[config.mk]
export PLATFORM = sky130hd
export DESIGN_NAME = xlr8_sim_mbox_tx
export DESIGN_NICKNAME = d
export VERILOG_FILES = /design/src/rtl/xlr8_sim_mbox_pkg.sv /design/src/rtl/xlr8_sim_mbox_fifo.sv /design/src/rtl/xlr8_sim_mbox_tx.sv
export SDC_FILE = /design/constraint.sdc
export NUM_CORES = 1
export LEC_CHECK = 0
export ABC_AREA = 1
export CORE_ASPECT_RATIO = 0.9
export CORE_MARGIN = 2
export CORE_UTILIZATION = 46
export CTS_CLUSTER_DIAMETER = 100
export DETAILED_ROUTE_END_ITERATION = 7
export GPL_TIMING_DRIVEN = 0
export PLACE_DENSITY = 0.68
export SLEW_MARGIN = 15
export SYNTH_ARGS = -nofsm -noshare
export SYNTH_HDL_FRONTEND = slang
export SYNTH_SLANG_ARGS = --single-unit
[constraint.sdc]
create_clock -name clk -period 2.4 [get_ports clk]
set_input_delay 0.48 -clock clk [delete_from_list [all_inputs] [get_ports clk]]
set_output_delay 0.48 -clock clk [all_outputs]
set_load 0.01 [all_outputs]
[src/rtl/xlr8_sim_mbox_pkg.sv]
// xlr8_sim_mbox_pkg: status bit positions, default addresses and status packing for the sim mailbox
package xlr8_sim_mbox_pkg;

    localparam int STAT_DAV   = 0;
    localparam int STAT_FULL  = 1;
    localparam int STAT_EOS   = 2;
    localparam int STAT_FLUSH = 6;
    localparam int STAT_IE    = 7;

    localparam logic [5:0] DEF_DATA_ADDR = 6'h1C;
    localparam logic [5:0] DEF_STAT_ADDR = 6'h1D;

    function automatic logic [7:0] pack_stat(input logic dav, input logic full,
                                             input logic eos, input logic ie);
        logic [7:0] s;
        s = 8'h00;
        s[STAT_DAV]  = dav;
        s[STAT_FULL] = full;
        s[STAT_EOS]  = eos;
        s[STAT_IE]   = ie;
        return s;
    endfunction

endpackage

[src/rtl/xlr8_sim_mbox_fifo.sv]
// xlr8_sim_mbox_fifo: byte FIFO with push/pop/flush; flush outranks a same-cycle push or pop
module xlr8_sim_mbox_fifo
    import xlr8_sim_mbox_pkg::*;
#(
    parameter int DEPTH = 16
) (
    input  logic                       clk,
    input  logic                       rst,
    input  logic                       push_i,
    input  logic [7:0]                 push_data_i,
    input  logic                       pop_i,
    input  logic                       flush_i,
    output logic [7:0]                 head_o,
    output logic [$clog2(DEPTH):0]     count_o
);

    localparam int PTR_W = $clog2(DEPTH);
    localparam logic [PTR_W:0] FULL_CNT = (PTR_W+1)'(DEPTH);

    logic [7:0]       mem_q [DEPTH];
    logic [PTR_W-1:0] wr_q, wr_d, rd_q, rd_d;
    logic [PTR_W:0]   count_q, count_d;
    logic             do_push, do_pop;

    always_comb begin
        do_push = push_i && !flush_i && (count_q != FULL_CNT);
        do_pop  = pop_i && !flush_i && (count_q != '0);
        wr_d    = wr_q + PTR_W'(do_push);
        rd_d    = flush_i ? wr_q : rd_q + PTR_W'(do_pop);
        count_d = flush_i ? '0 : count_q + (PTR_W+1)'(do_push) - (PTR_W+1)'(do_pop);
    end

    always_ff @(posedge clk or posedge rst) begin
        if (rst) begin
            wr_q    <= '0;
            rd_q    <= '0;
            count_q <= '0;
        end else begin
            wr_q    <= wr_d;
            rd_q    <= rd_d;
            count_q <= count_d;
        end
    end

    // Storage needs no reset: count gates every read of it.
    always_ff @(posedge clk) begin
        if (do_push) mem_q[wr_q] <= push_data_i;
    end

    assign head_o  = mem_q[rd_q];
    assign count_o = count_q;

endmodule

[src/rtl/xlr8_sim_mbox_tx.sv]
// xlr8_sim_mbox_tx: bench-to-core mailbox in AVR I/O space (DATA pops, STAT status/flush/IE).
// Optional interrupt enabled by defining XLR8_SIM_MBOX_IRQ_EN.
module xlr8_sim_mbox_tx
    import xlr8_sim_mbox_pkg::*;
#(
    parameter int         DEPTH     = 16,
    parameter logic [5:0] DATA_ADDR = DEF_DATA_ADDR,
    parameter logic [5:0] STAT_ADDR = DEF_STAT_ADDR
) (
    input  logic       clk,
    input  logic       rst,
    input  logic [5:0] adr,
    input  logic       iore,
    input  logic       iowe,
    input  logic [7:0] dbus_in,
    output logic [7:0] dbus_out,
    output logic       io_out_en,
    input  logic       push_valid,
    input  logic [7:0] push_data,
    output logic       push_ready,
    input  logic       eos,
    output logic       mbox_irq
);

    localparam int PTR_W = $clog2(DEPTH);
    localparam logic [PTR_W:0] FULL_CNT = (PTR_W+1)'(DEPTH);

    logic [PTR_W:0] count;
    logic [7:0]     head, stat;
    logic           dav, full, data_sel, stat_sel, stat_wr, flush, pop, push, ie;
    logic           eos_flag_q, eos_flag_d;
    logic           unused;

    always_comb begin
        dav        = count != '0;
        full       = count == FULL_CNT;
        data_sel   = adr == DATA_ADDR;
        stat_sel   = adr == STAT_ADDR;
        stat_wr    = iowe && stat_sel;
        flush      = stat_wr && dbus_in[STAT_FLUSH];
        pop        = iore && data_sel && dav;
        push_ready = !full;
        push       = push_valid && push_ready;
        eos_flag_d = flush ? 1'b0 : (eos_flag_q || eos);
        stat       = pack_stat(dav, full, eos_flag_q && !dav, ie);
        io_out_en  = iore && (data_sel || stat_sel);
        dbus_out   = !io_out_en ? 8'h00 : data_sel ? (dav ? head : 8'h00) : stat;
    end

    always_ff @(posedge clk or posedge rst) begin
        if (rst) eos_flag_q <= 1'b0;
        else     eos_flag_q <= eos_flag_d;
    end

`ifdef XLR8_SIM_MBOX_IRQ_EN
    logic ie_q, ie_d, irq_q, irq_d;

    always_comb begin
        ie_d  = stat_wr ? dbus_in[STAT_IE] : ie_q;
        irq_d = ie_q && dav;
    end

    always_ff @(posedge clk or posedge rst) begin
        if (rst) begin
            ie_q  <= 1'b0;
            irq_q <= 1'b0;
        end else begin
            ie_q  <= ie_d;
            irq_q <= irq_d;
        end
    end

    assign ie       = ie_q;
    assign mbox_irq = irq_q;
    assign unused   = ^dbus_in[5:0];
`else
    assign ie       = 1'b0;
    assign mbox_irq = 1'b0;
    assign unused   = ^{dbus_in[7], dbus_in[5:0]};
`endif

    xlr8_sim_mbox_fifo #(.DEPTH(DEPTH)) u_fifo (
        .clk         (clk),
        .rst         (rst),
        .push_i      (push),
        .push_data_i (push_data),
        .pop_i       (pop),
        .flush_i     (flush),
        .head_o      (head),
        .count_o     (count)
    );

endmodule

==> metrics.txt, run 1 <==
run status finished, violations left; failing checks setup timing; maximum fanout along the worst path 8; area leader, netlist edfxtp_1; CP Launch Type input port; Final min period 2610 ps; Iter 0 DRT Violations 556; dpl ws -797 ps; PortBufs 30; H-tree depth 4; Core Rows 40; Routed wire per std cell 20.1 um; Register Area 0.00420 mm2; EDFF count, synth 128; Max Slew Vio Count 0; global route total overflow 0; vias in the first global route 4240; RSZ-0062 raised after global routing yes; Num CTS Buffers 17; Final period util 109%; io pins 39; Max Cap Viol 0; Post-Route Setup TNS -12570 ps; Synth Flop Type edfxtp_1; crit path DAT 2670 ps; Routed Antenna Nets 0; initial antenna violation count 0; sequential share of the synthesized area 68.1%; drt total wl 16.2 mm; die height 114 um; Mean Syn Cell Area 11.4 um2; Max Freq 0.383 GHz; CP endpoint kind flop; Clock Skews 6.85 ps; layout filler cell count 943; Worst-path clk slew 60 ps; vias 4513; worst path required time 2460 ps; die extent in x 126 um; initial core utilization 46.6%; Worst-Margin Slew 601 ps; async set-or-reset flop fraction in the synthesized netlist 9.86%; share of cells above drive strength 1 32.7%; Post-synth top cells edfxtp_1 (128), nand2_1 (90), nor2_1 (90); top-count cell post-synth edfxtp_1; Placed Area 0.00667 mm2; routed vias/inst 5.59; Mapped Area 0.00616 mm2; r2r startpoint u_fifo.count_o[3]; Area contributors post-synth edfxtp_1 (62%), dfrtp_1 (5.7%), nand2_1 (5.5%); Hold Vio Cnt, Final 0; first-pass GRT wire length 23.4 mm; hold crit path type input port to async pin; die area 0.0143 mm2; cell area after layout 0.00820 mm2; CTS root buf clkbuf_16; Core Area 0.0132 mm2; worst-skew pair later-pin latency 420 ps; # diodes 0; Synth Instances 540; Tot Pwr 9.22 mW; layout overhead on the synthesized area 33.1%; DR pass1 iterations 6; yosys warns 0; Synth cell types 30; Synth top area share 62.4%; DP HPWL 9.35 mm; #FFs+latches synth 142; Placer Congestion 0.889; area of the multi-input gates 0.00206 mm2; Final setup viols 129; Final #Nets 667; Rel. slew slack 59.9%; global-route usage over all layers 22.0%; VDD IR-drop max 0.000518 V; Leak 3.13 nW; PD cells 1120 mW/mm2; Clock Path Buffers 2; largest net degree at the start of global routing 17; crit path launch adr[5]; Remaining DRCs 0; Sink Count 142; crit path kind input port to flop; Final Worst Setup Slack -210 ps; CTS tree done; Final Util 62.1%; Mapped Nets 579
[layer usage]
metal	track usage, %	wire [um]	vias to the layer above
li1	-	-	2048
met1	30.4	6610	2179
met2	32.5	7570	227
met3	5.25	1330	59
met4	12.2	673	0
met5	0	0	-
[path summary, 6_finish.rpt]
path	slack (ps)	cells past startpoint	end
worst max-delay path	-210	8	u_fifo.mem_q[13][6]
worst min-delay path	420	2	u_fifo.count_o[4]
worst max register to register	-130	7	u_fifo.mem_q[13][6]
worst min register to register	540	2	eos_flag_q
max in group asynchronous	1550	2	u_fifo.rd_q[1]
min in group clk	540	2	eos_flag_q
[flip-flops by register name, indices dropped and copies added, names as in the netlist]
| register | count |
|---|---|
| eos_flag_q | 1 |
| u_fifo.wr_q | 4 |
| u_fifo.rd_q | 4 |
| u_fifo.count_o | 5 |
| u_fifo.mem_q | 128 |
[stage by stage]
stage | hold WS (ps) | instances
floorplan | 369 | 540
global placement | 503 | 738
detailed placement | 524 | 738
CTS | 429 | 792
global route | 470 | 807
finish | 424 | 807
[layout by cell type (no fill, tap or decap), types with 2 or more instances in the layout]
cell and instances:
clkinv_4 4, nor2_1 62, nand2_2 21, nand2_4 2, nor3_1 2, buf_6 17
nor2_4 16, o21ai_1 18, nand2_1 68, buf_12 7, inv_2 6, ha_4 3
clkbuf_16 17, inv_1 31, dfrtp_2 2, nand3_1 25, a21oi_2 5, ha_1 7
clkinv_2 3, edfxtp_1 128, o22ai_2 6, clkinvlp_4 2, clkdlybuf4s50_1 20, o21ai_2 7
o211ai_1 5, clkbuf_1 2, buf_8 8, buf_2 11, nand3_2 20, buf_4 27
o21ai_0 29, bufinv_16 4, xor2_1 5, dfrtp_1 12, o22ai_1 10, nor2_2 14
[cell type report]
class / count / share of cell area, %
clock buffer: 19 / 5.28
sequential: 142 / 51.2
multi-input combinational: 333 / 25.1
tap: 168 / 2.56
buffer: 22 / 3.14
inverter: 41 / 2.11
timing repair buffer: 71 / 8.55
clock inverter: 11 / 2.06
[worst max-delay path, stage by stage]
cell and delay, ps:
clkdlybuf4s50_1 530, nor2_4 60, buf_4 130, nand3_1 120
nor3_4 70, nor2_2 310, nand3_1 420, nor2_2 530
[power by group]
group	switching, mW	leakage, nW	internal [mW]
Clock	0.968	0.293	1.72
Sequential	0.162	1.32	3.03
Combinational	1.98	1.52	1.35
[repair_timing]
| item | CTS | global route |
|---|---|---|
| gates resized for setup | 140 | 76 |
| pin swaps | 45 | 46 |
| hold buffers | 0 | 0 |
| setup endpoints to repair | 111 | 132 |
| buffers inserted | 23 | 17 |
| gates cloned | 2 | 0 |
[kinds of logic (layout without fill, tap and decap cells)]
logic type / count (synthesis) / in the layout / share of synthesized area (%)
compound gates: 81 / 81 / 7.23
fa+ha+maj: 11 / 11 / 2.36
buf+inv: 65 / 164 / 5.77
flops: 142 / 142 / 68.1
xor+xnor: 6 / 6 / 0.853
other cells: 1 / 1 / 0.0609
simple gates: 234 / 234 / 15.7
Note: power is estimated with default switching activity, not from simulation.
==> run 2: changes to the inputs <==
--- a/config.mk
+++ b/config.mk
@@ -8,11 +8,11 @@
 export ABC_AREA = 1
 export CORE_ASPECT_RATIO = 0.9
 export CORE_MARGIN = 2
-export CORE_UTILIZATION = 46
+export CORE_UTILIZATION = 40
 export CTS_CLUSTER_DIAMETER = 100
 export DETAILED_ROUTE_END_ITERATION = 7
 export GPL_TIMING_DRIVEN = 0
-export PLACE_DENSITY = 0.68
+export PLACE_DENSITY = 0.61
 export SLEW_MARGIN = 15
 export SYNTH_ARGS = -nofsm -noshare
 export SYNTH_HDL_FRONTEND = slang
==> run 2 against run 1 <==
  * The run still ends with setup timing left
  * Sequential share of layout area down 0.42 points
  * Flip-flop and latch count unchanged
  * Setup slack better by 57 ps
  * Via count down 2.1%
  * Maximum frequency up 2.2%
  * Routed wire length up 0.84%
  * Global-route usage down 1.8 points
  * Largest cell class unchanged
  * Largest power group unchanged
==> metrics.txt, run 2 (same netlist as run 1, synthesis figures left out) <==
Final #Nets 665 (was 667); r2r setup slk 0 ps (was -130 ps); initial antenna violation count 0 (unchanged); worst path required time 1920 ps (was 2460 ps); layout filler cell count 1234 (was 943); Core Area 0.0152 mm2 (was 0.0132 mm2); Routed wire per std cell 19.4 um (was 20.1 um); net switching power 3.21 mW (was 3.11 mW); Worst-Margin Slew 625 ps (was 601 ps); hold crit path type input port to async pin (unchanged); initial core utilization 40.5% (was 46.6%); Non-Filler Instances 841 (was 807); maximum fanout along the worst path 5 (was 8); Sink Count 142 (unchanged); Max Cap Viol 0 (unchanged); Worst-path clk slew 60 ps (about the same); Core Rows 43 (was 40); Final period util 106% (was 109%); worst-skew pair later-pin latency 420 ps (about the same); Hold Vio Cnt, Final 0 (unchanged); crit path DAT 2070 ps (was 2670 ps); Rel. slew slack 58.2% (was 59.9%); failing checks setup timing (unchanged); Clk network pwr share 27.5% (was 29.2%); Switching Fraction 34.6% (was 33.7%); Placed Area 0.00671 mm2 (was 0.00667 mm2); H-tree depth 4 (unchanged); Internal 6.05 mW (was 6.11 mW); Routed Antenna Nets 0 (unchanged); Max Freq 0.392 GHz (was 0.383 GHz); Leak 3.14 nW (was 3.13 nW); first-pass GRT wire length 24.2 mm (was 23.4 mm); die area 0.0164 mm2 (was 0.0143 mm2); Largest Register u_fifo.mem_q (unchanged); most common cell after layout, fill and taps aside edfxtp_1 (unchanged); PortBufs 30 (unchanged); global-route usage over all layers 20.3% (was 22.0%); DR pass1 iterations 5 (was 6); global route total overflow 0 (unchanged); DP HPWL 9.69 mm (was 9.35 mm); PD cells 1120 mW/mm2 (about the same); Clock Skews 9.58 ps (was 6.85 ps); CP max stage cell dfrtp_2 (was clkdlybuf4s50_1); cell area after layout 0.00827 mm2 (was 0.00820 mm2); VDD IR-drop max 0.000537 V (was 0.000518 V); CTS root buf clkbuf_16 (unchanged); vias in the first global route 4268 (was 4240); Final min period 2550 ps (was 2610 ps); CP top delay family buffers and inverters (was simple AND/OR/NAND/NOR gates); vias 4416 (was 4513); # diodes 0 (unchanged); die extent in x 135 um (was 126 um); Final Worst Setup Slack -153 ps (was -210 ps); crit path kind flop to primary output (was input port to flop); dpl cells 772 (was 738); Num CTS Buffers 17 (unchanged); most frequent cells in the layout edfxtp_1 (128), nand2_1 (77), nor2_1 (63) (was edfxtp_1 (128), nand2_1 (68), nor2_1 (62)); Placer Congestion 0.814 (was 0.889); # hold bufs at CTS 0 (unchanged); Iter 0 DRT Violations 360 (was 556); Remaining DRCs 0 (unchanged); Register Area 0.00420 mm2 (unchanged); Final setup viols 9 (was 129); Max Slew Vio Count 0 (unchanged); CP cell instances buf_12 > buf_8 > clkbuf_16 > nor2_4 > nor2_1 > o21ai_1 > nand3_1 > nand3_2 > nand3_2 > nand2_1 > inv_1 > buf_2 (was clkdlybuf4s50_1 > nor2_4 > buf_4 > nand3_1 > nor3_4 > nor2_2 > nand3_1 > nor2_2); area of the multi-input gates 0.00203 mm2 (was 0.00206 mm2); RSZ-0062 raised after global routing yes (unchanged); io pins 39 (unchanged); largest net degree at the start of global routing 17 (unchanged); max reg flops 128 (unchanged); Clock Path Buffers 2 (unchanged); Seq pwr share 34.5% (was 34.7%); die height 122 um (was 114 um); CP Launch Type flop (was input port); CTS tree done (unchanged); layout overhead on the synthesized area 34.2% (was 33.1%); run status finished, violations left (unchanged); share of cells above drive strength 1 30.4% (was 32.7%); drt total wl 16.3 mm (was 16.2 mm); CP dominant cell by count nand3_2; Final Util 54.3% (was 62.1%); Comb power frac 38.0% (was 36.2%); WP buf/inv 5 (was 2); max incr delay on CP 450 ps (was 530 ps); routed vias/inst 5.25 (was 5.59); CP endpoint kind primary output (was flop)
[run 2: cell types whose count changed in the layout (fill, tap and decap cells not counted), sizes merged, moves of 3 or more]
| cell | before | now |
|---|---|---|
| dlygate4sd2 | 1 | 5 |
| inv | 39 | 44 |
| buf | 71 | 66 |
| clkdlybuf4s50 | 20 | 17 |
[run 2: power by group through the flow]
stage	Sequential, mW	Clock (mW)	Combinational (mW)
floorplan	3.18	0	1.55
global placement	3.21	0	2.19
detailed placement	3.22	0	2.24
CTS	3.18	2.55	2.98
global route	3.22	2.66	3.79
finish	3.20	2.54	3.52
[run 2: worst paths after layout]
| kind | from | to | depth (start not counted) |
|---|---|---|---|
| hold reg to reg | eos_flag_q | eos_flag_q | 2 |
| min in group clk | eos_flag_q | eos_flag_q | 2 |
| max in group asynchronous | rst | u_fifo.rd_q[0] | 2 |
| setup reg to reg | u_fifo.count_o[2] | u_fifo.mem_q[15][6] | 7 |
| setup / recovery | u_fifo.rd_q[0] | dbus_out[0] | 12 |
| hold / removal | rst | u_fifo.count_o[1] | 2 |
[run 2: worst reg2reg max path: stages, from the launching register on]
cell,delay [ps]
dfrtp_1,360
inv_2,60
ha_4,170
nand4_1,130
nand2_1,80
nor2_2,350
nand3_1,370
nor2_2,530
[run 2: final cells by class]
type                            instances  area share [%]
Tap cell                              202            3.06
Sequential cell                       142            50.8
Buffer                                 22            3.44
Clock buffer                           18            5.19
Multi-Input combinational cell        333            24.6
Clock inverter                         14            1.70
Timing Repair Buffer                   69            9.16
Inverter                               41            2.09
[run 2: layer usage]
| metal | track usage [%] | vias to the layer above | part of all wire, % |
|---|---|---|---|
| met1 | 27.8 | 2183 | 44 |
| li1 | - | 2047 | - |
| met3 | 4.95 | 26 | 6.8 |
| met5 | 0 | - | 0 |
| met2 | 31.3 | 160 | 47 |
| met4 | 7.89 | 0 | 2.1 |
[run 2: repair_timing]
action,4_1_cts,5_1_grt
hold endpoints to repair,0,0
buffers inserted,26,9
gates resized for setup,141,70
setup endpoints to repair,116,137
cloned,3,2
pin swaps,41,42
[run 2: stage by stage]
stage          power [mW]  hold slack, ps  TNS [ps]  setup slack, ps
3_5_place_dp         5.46             512    -59910             -866
6_report             9.26             402      -883             -153
2_1_floorplan        4.73             369         0             19.2
3_3_place_gp         5.39             502    -56580             -742
4_1_cts              8.70             409     -1920             -183
5_1_grt              9.67             495     -3580             -257
